--- src/rtl/conv_maxpool.sv ---
// conv_maxpool: 2x2 stride-2 max pooling on the convolver's raster-order
// result stream, using a half-row line buffer. Pooled pixels are written
// with a linear address to the output memory.
//
// Optional feature macro: CONV_MAXPOOL_RELU_EN
//   defined   -> input pixels are signed; negatives clamp to 0 before pooling
//   undefined -> pixels pass unmodified and compare unsigned
//
// Ports:
//   clk          clock
//   rst          asynchronous active-low reset
//   start_i      one-cycle start pulse; cols_i/rows_i latched on it
//   cols_i       input frame width in pixels
//   rows_i       input frame height in pixels
//   res_data_i   convolver result pixel
//   res_wr_i     result pixel valid (one pixel per asserted cycle)
//   pool_addr_o  pooled pixel linear address
//   pool_data_o  pooled pixel
//   pool_wr_o    pooled pixel write strobe
//   pool_en_o    output memory enable (asserted with pool_wr_o)
//   busy_o       high while a frame is running
//   done_o       one-cycle frame-complete pulse
//   err_o        sticky bad-configuration flag, cleared on next start
module conv_maxpool #(
  parameter int unsigned ADDR     = 16,
  parameter int unsigned WIDTH    = 8,
  parameter int unsigned MAX_COLS = 64
) (
  input  logic             clk,
  input  logic             rst,
  input  logic             start_i,
  input  logic [ADDR-1:0]  cols_i,
  input  logic [ADDR-1:0]  rows_i,
  input  logic [WIDTH-1:0] res_data_i,
  input  logic             res_wr_i,
  output logic [ADDR-1:0]  pool_addr_o,
  output logic [WIDTH-1:0] pool_data_o,
  output logic             pool_wr_o,
  output logic             pool_en_o,
  output logic             busy_o,
  output logic             done_o,
  output logic             err_o
);

  localparam int unsigned LB_DEPTH = (MAX_COLS / 2 > 0) ? MAX_COLS / 2 : 1;
  localparam int unsigned LB_AW    = (LB_DEPTH > 1) ? $clog2(LB_DEPTH) : 1;

  typedef enum logic [1:0] {
    S_IDLE = 2'd0,
    S_RUN  = 2'd1,
    S_DONE = 2'd2
  } state_t;

  function automatic logic [WIDTH-1:0] f_max(input logic [WIDTH-1:0] a,
                                             input logic [WIDTH-1:0] b);
    return (a > b) ? a : b;
  endfunction

  state_t           r_state, w_state_nxt;
  logic [ADDR-1:0]  r_cols, w_cols_nxt;
  logic [ADDR-1:0]  r_rows, w_rows_nxt;
  logic [ADDR-1:0]  r_col, w_col_nxt;
  logic [ADDR-1:0]  r_row, w_row_nxt;
  logic [ADDR-1:0]  r_out_cnt, w_out_cnt_nxt;
  logic [WIDTH-1:0] r_hold, w_hold_nxt;
  logic [ADDR-1:0]  r_pool_addr, w_pool_addr_nxt;
  logic [WIDTH-1:0] r_pool_data, w_pool_data_nxt;
  logic             r_pool_wr, w_pool_wr_nxt;
  logic             r_busy, w_busy_nxt;
  logic             r_done, w_done_nxt;
  logic             r_err, w_err_nxt;

  logic [WIDTH-1:0] r_linebuf [LB_DEPTH];

  logic [WIDTH-1:0] w_pix;
  logic [LB_AW-1:0] w_lb_idx;
  logic [WIDTH-1:0] w_lb_rd;
  logic [WIDTH-1:0] w_max_hp;
  logic [WIDTH-1:0] w_max_all;
  logic             w_lb_we;
  logic             w_last_col;
  logic             w_last_row;
  logic             w_cfg_bad;

  // Input conditioning ahead of the pooling datapath
`ifdef CONV_MAXPOOL_RELU_EN
  assign w_pix = res_data_i[WIDTH-1] ? '0 : res_data_i;
`else
  assign w_pix = res_data_i;
`endif

  // Pooling datapath: the line buffer holds the top-row pair max per window
  assign w_lb_idx   = LB_AW'(r_col >> 1);
  assign w_lb_rd    = r_linebuf[w_lb_idx];
  assign w_max_hp   = f_max(r_hold, w_pix);
  assign w_max_all  = f_max(w_lb_rd, w_max_hp);
  assign w_last_col = (r_col == r_cols - 1'b1);
  assign w_last_row = (r_row == r_rows - 1'b1);
  assign w_cfg_bad  = (cols_i < ADDR'(2)) || (rows_i < ADDR'(2)) ||
                      (cols_i > ADDR'(MAX_COLS));

  // Next-state and next-output logic
  always_comb begin
    w_state_nxt     = r_state;
    w_cols_nxt      = r_cols;
    w_rows_nxt      = r_rows;
    w_col_nxt       = r_col;
    w_row_nxt       = r_row;
    w_out_cnt_nxt   = r_out_cnt;
    w_hold_nxt      = r_hold;
    w_pool_addr_nxt = r_pool_addr;
    w_pool_data_nxt = r_pool_data;
    w_pool_wr_nxt   = 1'b0;
    w_err_nxt       = r_err;
    w_lb_we         = 1'b0;
    w_busy_nxt      = 1'b0;
    w_done_nxt      = 1'b0;

    unique case (r_state)
      S_IDLE: begin
        if (start_i) begin
          w_cols_nxt    = cols_i;
          w_rows_nxt    = rows_i;
          w_col_nxt     = '0;
          w_row_nxt     = '0;
          w_out_cnt_nxt = '0;
          if (w_cfg_bad) begin
            w_err_nxt   = 1'b1;
            w_state_nxt = S_DONE;
          end else begin
            w_err_nxt   = 1'b0;
            w_state_nxt = S_RUN;
          end
        end
      end
      S_RUN: begin
        if (res_wr_i) begin
          if (!r_col[0]) begin
            w_hold_nxt = w_pix;
          end else if (!r_row[0]) begin
            w_lb_we = 1'b1;
          end else begin
            w_pool_wr_nxt   = 1'b1;
            w_pool_data_nxt = w_max_all;
            w_pool_addr_nxt = r_out_cnt;
            w_out_cnt_nxt   = r_out_cnt + 1'b1;
          end
          // Raster position advance; the final pixel ends the frame
          if (w_last_col) begin
            w_col_nxt = '0;
            w_row_nxt = r_row + 1'b1;
            if (w_last_row) begin
              w_state_nxt = S_DONE;
            end
          end else begin
            w_col_nxt = r_col + 1'b1;
          end
        end
      end
      S_DONE: begin
        w_state_nxt = S_IDLE;
      end
      default: begin
        w_state_nxt = S_IDLE;
      end
    endcase

    w_busy_nxt = (w_state_nxt == S_RUN);
    w_done_nxt = (w_state_nxt == S_DONE);
  end

  // State and output registers
  always_ff @(posedge clk or negedge rst) begin
    if (!rst) begin
      r_state     <= S_IDLE;
      r_cols      <= '0;
      r_rows      <= '0;
      r_col       <= '0;
      r_row       <= '0;
      r_out_cnt   <= '0;
      r_hold      <= '0;
      r_pool_addr <= '0;
      r_pool_data <= '0;
      r_pool_wr   <= 1'b0;
      r_busy      <= 1'b0;
      r_done      <= 1'b0;
      r_err       <= 1'b0;
    end else begin
      r_state     <= w_state_nxt;
      r_cols      <= w_cols_nxt;
      r_rows      <= w_rows_nxt;
      r_col       <= w_col_nxt;
      r_row       <= w_row_nxt;
      r_out_cnt   <= w_out_cnt_nxt;
      r_hold      <= w_hold_nxt;
      r_pool_addr <= w_pool_addr_nxt;
      r_pool_data <= w_pool_data_nxt;
      r_pool_wr   <= w_pool_wr_nxt;
      r_busy      <= w_busy_nxt;
      r_done      <= w_done_nxt;
      r_err       <= w_err_nxt;
    end
  end

  // Line buffer storage; contents need no reset
  always_ff @(posedge clk) begin
    if (w_lb_we) begin
      r_linebuf[w_lb_idx] <= w_max_hp;
    end
  end

  assign pool_addr_o = r_pool_addr;
  assign pool_data_o = r_pool_data;
  assign pool_wr_o   = r_pool_wr;
  assign pool_en_o   = r_pool_wr;
  assign busy_o      = r_busy;
  assign done_o      = r_done;
  assign err_o       = r_err;

endmodule

--- config.mk ---
export PLATFORM = sky130hd
export DESIGN_NAME = conv_maxpool
export DESIGN_NICKNAME = d
export VERILOG_FILES = /design/src/rtl/conv_maxpool.sv
export SDC_FILE = /design/constraint.sdc
export NUM_CORES = 1
export LEC_CHECK = 0
export ABC_AREA = 1
export CORE_MARGIN = 10
export CORE_UTILIZATION = 50
export DETAILED_ROUTE_END_ITERATION = 6
export GPL_ROUTABILITY_DRIVEN = 0
export PLACE_DENSITY = 0.74
export SYNTH_ARGS = -nofsm -noshare
export SYNTH_HDL_FRONTEND = slang
export SYNTH_SLANG_ARGS = --single-unit
--- constraint.sdc ---
create_clock -name clk -period 9.25 [get_ports clk]
set_input_delay 1.85 -clock clk [delete_from_list [all_inputs] [get_ports clk]]
set_output_delay 1.85 -clock clk [all_outputs]
set_load 0.005 [all_outputs]
**Word-level counts from Yosys, hierarchy flattened**

Memory sizes are Yosys's and may differ from the RTL's.
Cells that the tools add are included.

- Register bits: 118
- Memories: 1
- RAM bits: 256
- Input port bits: 44
- Word-level logic and storage cells: 75

- Equal/unequal tests: 10
- Add/subtract/negate cells: 5
- $lt $le $gt $ge: 5
- Reductions and logical operators: 10
- Muxes and demuxes: 30
- Bitwise operators: 1

Memories:

| memory | depth | bits a word | rd ports | clocked after Yosys merged registers in | wr ports | line | text |
|---|---|---|---|---|---|---|---|
| r_linebuf | 32 | 8 | 1 | 0 | 1 | 73 | `logic [WIDTH-1:0] r_linebuf [LB_DEPTH];` |

Operators by type and width:

| operator | number |
|---|---|
| $mux W16 | 8 |
| $pmux W16 S2 | 3 |
| $add A16 B1 Y16 const B | 3 |
| $eq A16 B16 Y1 | 2 |
| $lt A16 B2 Y1 const B | 2 |
| $sub A16 B1 Y16 const B | 2 |
| $gt A16 B7 Y1 const B | 1 |
| $gt A8 B8 Y1 | 2 |
| $mux W8 | 2 |
| $mux W1 | 11 |
| $mux W2 | 5 |
| $ne A2 B2 Y1 const B | 5 |
| $reduce_and A4 Y1 | 2 |
| $reduce_and A3 Y1 | 2 |
| $reduce_and A5 Y1 | 1 |
| $eq A2 B1 Y1 const B | 2 |
| $pmux W2 S2 | 1 |
| $eq A2 B2 Y1 const B | 1 |
| $logic_not A2 Y1 | 1 |
| $logic_or A1 B1 Y1 | 2 |
| $reduce_and A2 Y1 | 1 |
| $reduce_bool A2 Y1 | 1 |
| $not A1 Y1 | 1 |

**Logic depth before layout (Yosys ltp)**

- Depth in word-level cells: 7
- Gate-level depth with buffers: 21
- Mapped depth without buffers: 20

**Worst setup path after synthesis**

Ideal clock, no wire load.

- Kind: in2reg
- From: input port res_data_i[3]
- To: register r_pool_data[5], in the netlist pool_data_o[5]
- Data arrival time: 5.704 ns
- Data required time: 9.124 ns
- Stages on the path: 16
- Setup time: 0.126 ns
- Path slack: 3.420 ns
- Cells stage by stage: inv_1 > ha_1 > nand2_1 > o21ai_0 > nand2_1 > o211ai_1 > nand2_1 > o21ai_0 > ha_1 > nand3_1 > nor2_1 > nor2_1 > clkbuf_1 > nand3_1 > nand2_1 > o21ai_0

- Cells in the longest elaborated chain, start to end: 4

Ends and longest elaborated chain:

| element | line | text |
|---|---|---|
| start, declared | 34 | `input logic [WIDTH-1:0] res_data_i,` |
| $gt A8 B8 Y1 | 56 | `return (a > b) ? a : b;` |
| $mux W8 | 56 |  |
| net w_max_hp[0] | 78 | `logic [WIDTH-1:0] w_max_hp;` |
| $gt A8 B8 Y1 | 56 |  |
| $mux W8 | 56 |  |
| end signal, assigned | 197 | `r_pool_data <= w_pool_data_nxt;` |
| end, declared | 67 | `logic [WIDTH-1:0] r_pool_data, w_pool_data_nxt;` |

The timed path passes the listed nets, and every way through them passes these cells.
A chain may end at the register's enable or synchronous reset.

**Worst setup path in the final report**

- From: input port res_data_i[7]
- To: register r_pool_data[4], in the netlist pool_data_o[4]

The elaborated chain is that of the path after synthesis.

==> run metrics <==
hold_buf cts=0; Leak=0.00770 uW; first-pass GRT wire length=64400 microns; port bufs=72; synthesized net count=1758; Storage cell area=0.0106 sq mm; DIE AREA=0.0421 sq mm; Final nets=1829; CTS tree=done; post-synthesis sequential area ratio=62.1%; Avg Inst Size Synth=10.1 sq um; Post-Syn Area=0.0171 sq mm; Critical Path AT=6.05 ns; prevailing post-synth register cell=edfxtp_1; post-synth cell types=41; Final min period=5.62 ns; Hold Startpoint=pool_addr_o[0]; worst min path class=flop to flop; crit path max fanout=34; vias=12400; IO Pins=73; Max Clock Freq=0.178 GHz; depth of the worst hold-timing path=2; status=completed; Worst Setup SP=res_data_i[7]; pre-CTS setup slack=3.21 ns; Max VDD drop=0.000141 V; Crit Reg-Reg Startpoint=r_hold[3]; Post-synth EDFFs=256; largest net degree at the start of global routing=66; vias in the first global route=12200; cell count after synthesis=1693; Root Driver=clkbuf_16; worst clock skew=0.0191 ns; share of cells above drive strength 1=6.91%; Setup CP Type=primary input to flop; Max clock buf depth=3; Final Max Slew Viols=0; crit share post-route=60.8%; YS warnings=0; DRT antenna net count=0; setup bufs post-CTS=0; cell taking the most area after synthesis=edfxtp_1; RSZ-0062 raised after global routing=false; worst path cell trace=clkdlybuf4s50_1 > inv_1 > ha_1 > nand2_1 > nor2_1 > nand4_1 > nand2_1 > nand2_1 > nand2_1 > buf_4 > inv_1 > ha_1 > nand2_1 > o21ai_0 > a21oi_1 > nor2_1 > nand3_1 > nand2_1 > o21ai_0; Worst EP required=9.67 ns; Fillers=2785; setup_tns=0 ns; Largest stage delay, worst path=0.75 ns; count leader, synth=nand2_1; Layout area overhead=14.0%; post_cts resized=0; post-DR wirelength/cell=17.9 microns; CTS clk-pin slew, worst paths=0.06 ns; total track usage=18.9%; crit end category=flop; Startpoint Class=primary input; hpwl dp=25700 microns; Vias/cell=5.54; final setup vio count=0; synth top area cells=edfxtp_1 45%, dfrtp_1 17%, nand2_1 11%; 1st-iter DRT viols=1251; Yosys reg bits=374; FFs w/ async S/R, synth=31.6%; antenna cells=0; final setup margin=3.63 ns; die width=205 microns; starting density of the core=50.8%; TritonCTS buffer count=39; Pwr Density=182 mW/mm^2; Final Hold Viols=0; area of the multi-input gates=0.00580 sq mm; DIE HEIGHT=205 microns; grt ovf=0; CP most frequent cell=nand2_1; synth cell count leaders=508 x nand2_1, 256 x edfxtp_1, 157 x nor2_1; clk sink count=374; drt first pass iters=7; Yosys top cell area share=44.9%; Post-Route WL=40200 microns; relative slew slack=14.1%; Clock Latency Late Sink=0.55 ns; drt drc=0; CTS H-tree lvls=2; Worst Reg2Reg Path Length in Cells=18; Slowest-stage cell, CP=nor2_1; Max Cap Viol=0; Core ar.=0.0337 sq mm; worst-margin pin slew=1.28 ns; initial antenna violation count=0; Core Rows=67
[sequential cells by signal, indices dropped and copies added (netlist names)]
register and cells:
r_linebuf 256, pool_addr_o 16, r_col 16, busy_o 1, r_hold 8, err_o 1, r_rows 16, pool_en_o 1
r_row 16, r_out_cnt 16, r_state 2, r_cols 16, done_o 1, pool_data_o 8
[stage by stage]
step / std cells / total power [uW] / hold slack [ns] / utilization [%] / area [sq um]
3_5_place_dp: 2171 / 2100 / 0.467 / 54.3 / 18300
3_3_place_gp: 2171 / 2090 / 0.455 / 54.3 / 18300
5_1_grt: 2242 / 3680 / 0.512 / 57.9 / 19500
6_report: 2242 / 3560 / 0.483 / 57.9 / 19500
4_1_cts: 2242 / 3580 / 0.482 / 57.9 / 19500
2_1_floorplan: 1693 / 2010 / 0.464 / - / 17100
[cell usage in the layout, fill, tap and decap left out, types with 3 or more instances in the layout]
cell type        Yosys  routed
nand2_1            508     508
clkbuf_1            28       8
inv_1              108     107
xnor2_1             16      16
clkinv_1             0       5
nor2_4               5       8
nor2_2               8       8
nand3_1             80      80
dfrtp_1            118     118
clkbuf_16            0      39
a211oi_1             3       3
a21oi_1             20      20
o21ai_0             76      75
nand2_2              5       5
nor3_1              18      17
a22oi_1            128     128
buf_4                3      19
nand4_1             23      23
clkdlybuf4s50_1      0      71
inv_2               10      11
nor4_1               9       9
ha_1                21      21
xor2_1              30      30
nor3_2               2       3
nand2_4              5       5
clkinv_2             0       7
clkbuf_8             0       4
nor2_1             157     154
nand3b_1             8       8
edfxtp_1           256     256
[power by group]
part           total, uW  internal [uW]  switching [uW]  leakage (uW)
Sequential          1840           1810            26.8       0.00388
Combinational        223           79.0             144       0.00322
Clock               1500            848             648      0.000601
Total               3560           2740             819       0.00770
[cell families after synthesis]
family / count (synthesis) / share of synthesized area, %
AO/OA/AOI/OAI: 236 / 8.92
flip-flops: 374 / 62.1
buffers and inverters: 178 / 4.19
AND/OR/NAND/NOR: 838 / 20.9
XOR/XNOR: 46 / 2.35
adder cells (fa/ha/maj): 21 / 1.53
[path summary, 6_finish.rpt]
path / endpoint / slack, ns
max: pool_data_o[4] / 3.63
min reg2reg: pool_addr_o[0] / 0.48
min: pool_addr_o[0] / 0.48
max in group asynchronous: r_hold[4] / 6.57
min in group asynchronous: err_o / 1.39
max reg2reg: pool_data_o[4] / 5.06
[routing by layer]
metal	track usage [%]	routed length (microns)	vias up
met2	30.8	19100	445
met4	5.83	898	0
met3	2.92	2780	56
li1	-	-	5963
met5	0	0	-
met1	25.7	17500	5957
[layout make-up]
class                           count  share of cell area [%]
Clock buffer                       51                    5.43
Clock inverter                     20                   0.846
Inverter                          118                    2.27
Multi-Input combinational cell   1141                    29.7
Sequential cell                   374                    54.5
Tap cell                          448                    2.87
Timing Repair Buffer               90                    4.37
[worst max-delay path, delay by kind of cell]
| kind | cells | cell delay, ns |
|---|---|---|
| and+or+nand+nor | 10 | 2.19 |
| adders and majority gates | 2 | 0.60 |
| buffers and inverters | 4 | 1.00 |
| AOI/OAI and AO/OA | 3 | 0.39 |
Note: power is estimated with default switching activity, not from simulation.
==> RTL change (same flow settings) <==
Remove the register `r_busy`: a continuous assignment takes its place, so the output `busy_o` follows one clock earlier.
--- a/src/rtl/conv_maxpool.sv
+++ b/src/rtl/conv_maxpool.sv
@@ -182,7 +182,6 @@
       r_pool_addr <= '0;
       r_pool_data <= '0;
       r_pool_wr   <= 1'b0;
-      r_busy      <= 1'b0;
       r_done      <= 1'b0;
       r_err       <= 1'b0;
     end else begin
@@ -196,11 +195,12 @@
       r_pool_addr <= w_pool_addr_nxt;
       r_pool_data <= w_pool_data_nxt;
       r_pool_wr   <= w_pool_wr_nxt;
-      r_busy      <= w_busy_nxt;
       r_done      <= w_done_nxt;
       r_err       <= w_err_nxt;
     end
   end
+
+  assign r_busy = w_busy_nxt;
 
   // Line buffer storage; contents need no reset
   always_ff @(posedge clk) begin
Behaviour: not the same (Yosys sat finds a counterexample within 4 cycles, from zero or initial values and one cycle with rst low).
==> RTL change against the unedited design <==
Utilization is essentially flat. Setup slack got worse by 0.032 ns. Routed wire length is 1.3% higher. Sequential share of layout area is essentially flat. Synthesized area fell by 0.15%. Cell count is 0.18% lower. Design area decreased by 0.29%. Sequential cell count decreased by 1. Power is 0.48% lower. Critical endpoint is now busy_o. Largest cell class unchanged. Largest power group unchanged.
==> RTL change: results (changes against the unedited design) <==
Post-DP HPWL 26.2 mm (was 25.7 mm); ys async rst share 31.4% (was 31.6%); TritonRoute pass-1 iters 6 (was 7); first-pass GRT wire length 65.5 mm (was 64.4 mm); later-pin clock latency in the skew report 0.53 ns (was 0.55 ns); Placed Area 18300 um2 (about the same); Final Non-Filler Cells 2238 (was 2242); fraction of layout cells with a size suffix above 1 6.70% (was 6.91%); Place WS 3.21 ns (about the same); Min Hold Slack 0.476 ns (was 0.483 ns); R2R Path Start r_hold[1] (was r_hold[3]); Crit Path Max Fanout 3 (was 34); Slew HR 17.0% (was 14.1%); Setup Skew 0.0172 ns (was 0.0191 ns); Resized Gates After CTS 0 (unchanged); register area share after synthesis 62.1% (about the same); largest net degree at the start of global routing 68 (was 66); arrival time worst endpoint 3.80 ns (was 6.05 ns); ranking of synthesized cells by area edfxtp_1, dfrtp_1, nand2_1, a22oi_1, nor2_1 (unchanged); vias in the first global route 12.3k (was 12.2k); status finished clean (unchanged); met3 wire length 2.91 mm (was 2.78 mm); reg-to-reg endpoint pool_data_o[0] (was pool_data_o[4]); CP max stage cell clkdlybuf4s50_1 (was nor2_1); met1 Usage GRT 25.6% (was 25.7%); syn avg cell area 10.1 um2 (about the same); leakage 7.66 nW (was 7.70 nW); GRT Overall Usage 19.3% (was 18.9%); register-to-register setup slack 5.13 ns (was 5.06 ns); syn_nets 1757 (was 1758); drt first-iter violations 1236 (was 1251); metal2 WL 19.6 mm (was 19.1 mm); Min-Delay Path Depth 2 (unchanged); Crit path max-delay family buffers and inverters (was simple AND/OR/NAND/NOR gates); met2 usage 32.2% (was 30.8%); vias per cell 5.57 (was 5.54); Max IR drop VDD 0.123 mV (was 0.141 mV); M1 WL 17.4 mm (was 17.5 mm); fillcell total 2802 (was 2785); routed len/inst 18.2 um (was 17.9 um); met3 Track Usage GR 2.97% (was 2.92%); most common library cells after synthesis nand2_1, edfxtp_1, nor2_1 (unchanged); Critical Path Max Stage Delay 0.55 ns (was 0.75 ns)
## RTL change: final cells by class
| type | count | area, um2 | share of cell area [%] |
|---|---|---|---|
| clock buffers | 55 | 1090 | 5.58 |
| multi-input cells | 1141 | 5810 | 29.8 |
| flip-flops and latches | 373 | 10600 | 54.5 |
| clock inverters | 15 | 119 | 0.611 |
| well taps | 448 | 561 | 2.88 |
| repair buffers | 88 | 838 | 4.31 |
| inverters | 118 | 443 | 2.27 |
## RTL change: worst min-delay path: stages (launching register included)
cell and delay (ns):
dfrtp_1 0.35, nand2_1 0.05, nand2_1 0.04
## RTL change: how the worst max path moves through the flow
stage | start | to | slack (ns) | cells after the start
4_1_cts | res_wr_i | busy_o | 3.59 | 13
2_1_floorplan | res_data_i[3] | pool_data_o[5] | 3.42 | 16
5_1_grt | res_data_i[1] | pool_data_o[1] | 3.31 | 20
6_report | res_wr_i | busy_o | 3.60 | 13
3_5_place_dp | res_data_i[1] | pool_data_o[0] | 3.21 | 20
3_3_place_gp | res_data_i[3] | pool_data_o[2] | 3.45 | 20
## RTL change: where the power goes
part           internal, mW  switching (mW)
Combinational        0.0789           0.145
Sequential             1.81          0.0276
Clock                 0.851           0.631
Total                  2.74           0.803
## RTL change: kinds of logic (layout without fill, tap and decap cells)
kind of cell / Yosys count / count (layout) / share of synthesized area (%)
buffers and inverters: 178 / 276 / 4.19
flip-flops: 373 / 373 / 62.1
AO/OA/AOI/OAI: 236 / 236 / 8.93
AND/OR/NAND/NOR: 838 / 838 / 20.9
adder cells (fa/ha/maj): 21 / 21 / 1.54
XOR/XNOR: 46 / 46 / 2.36
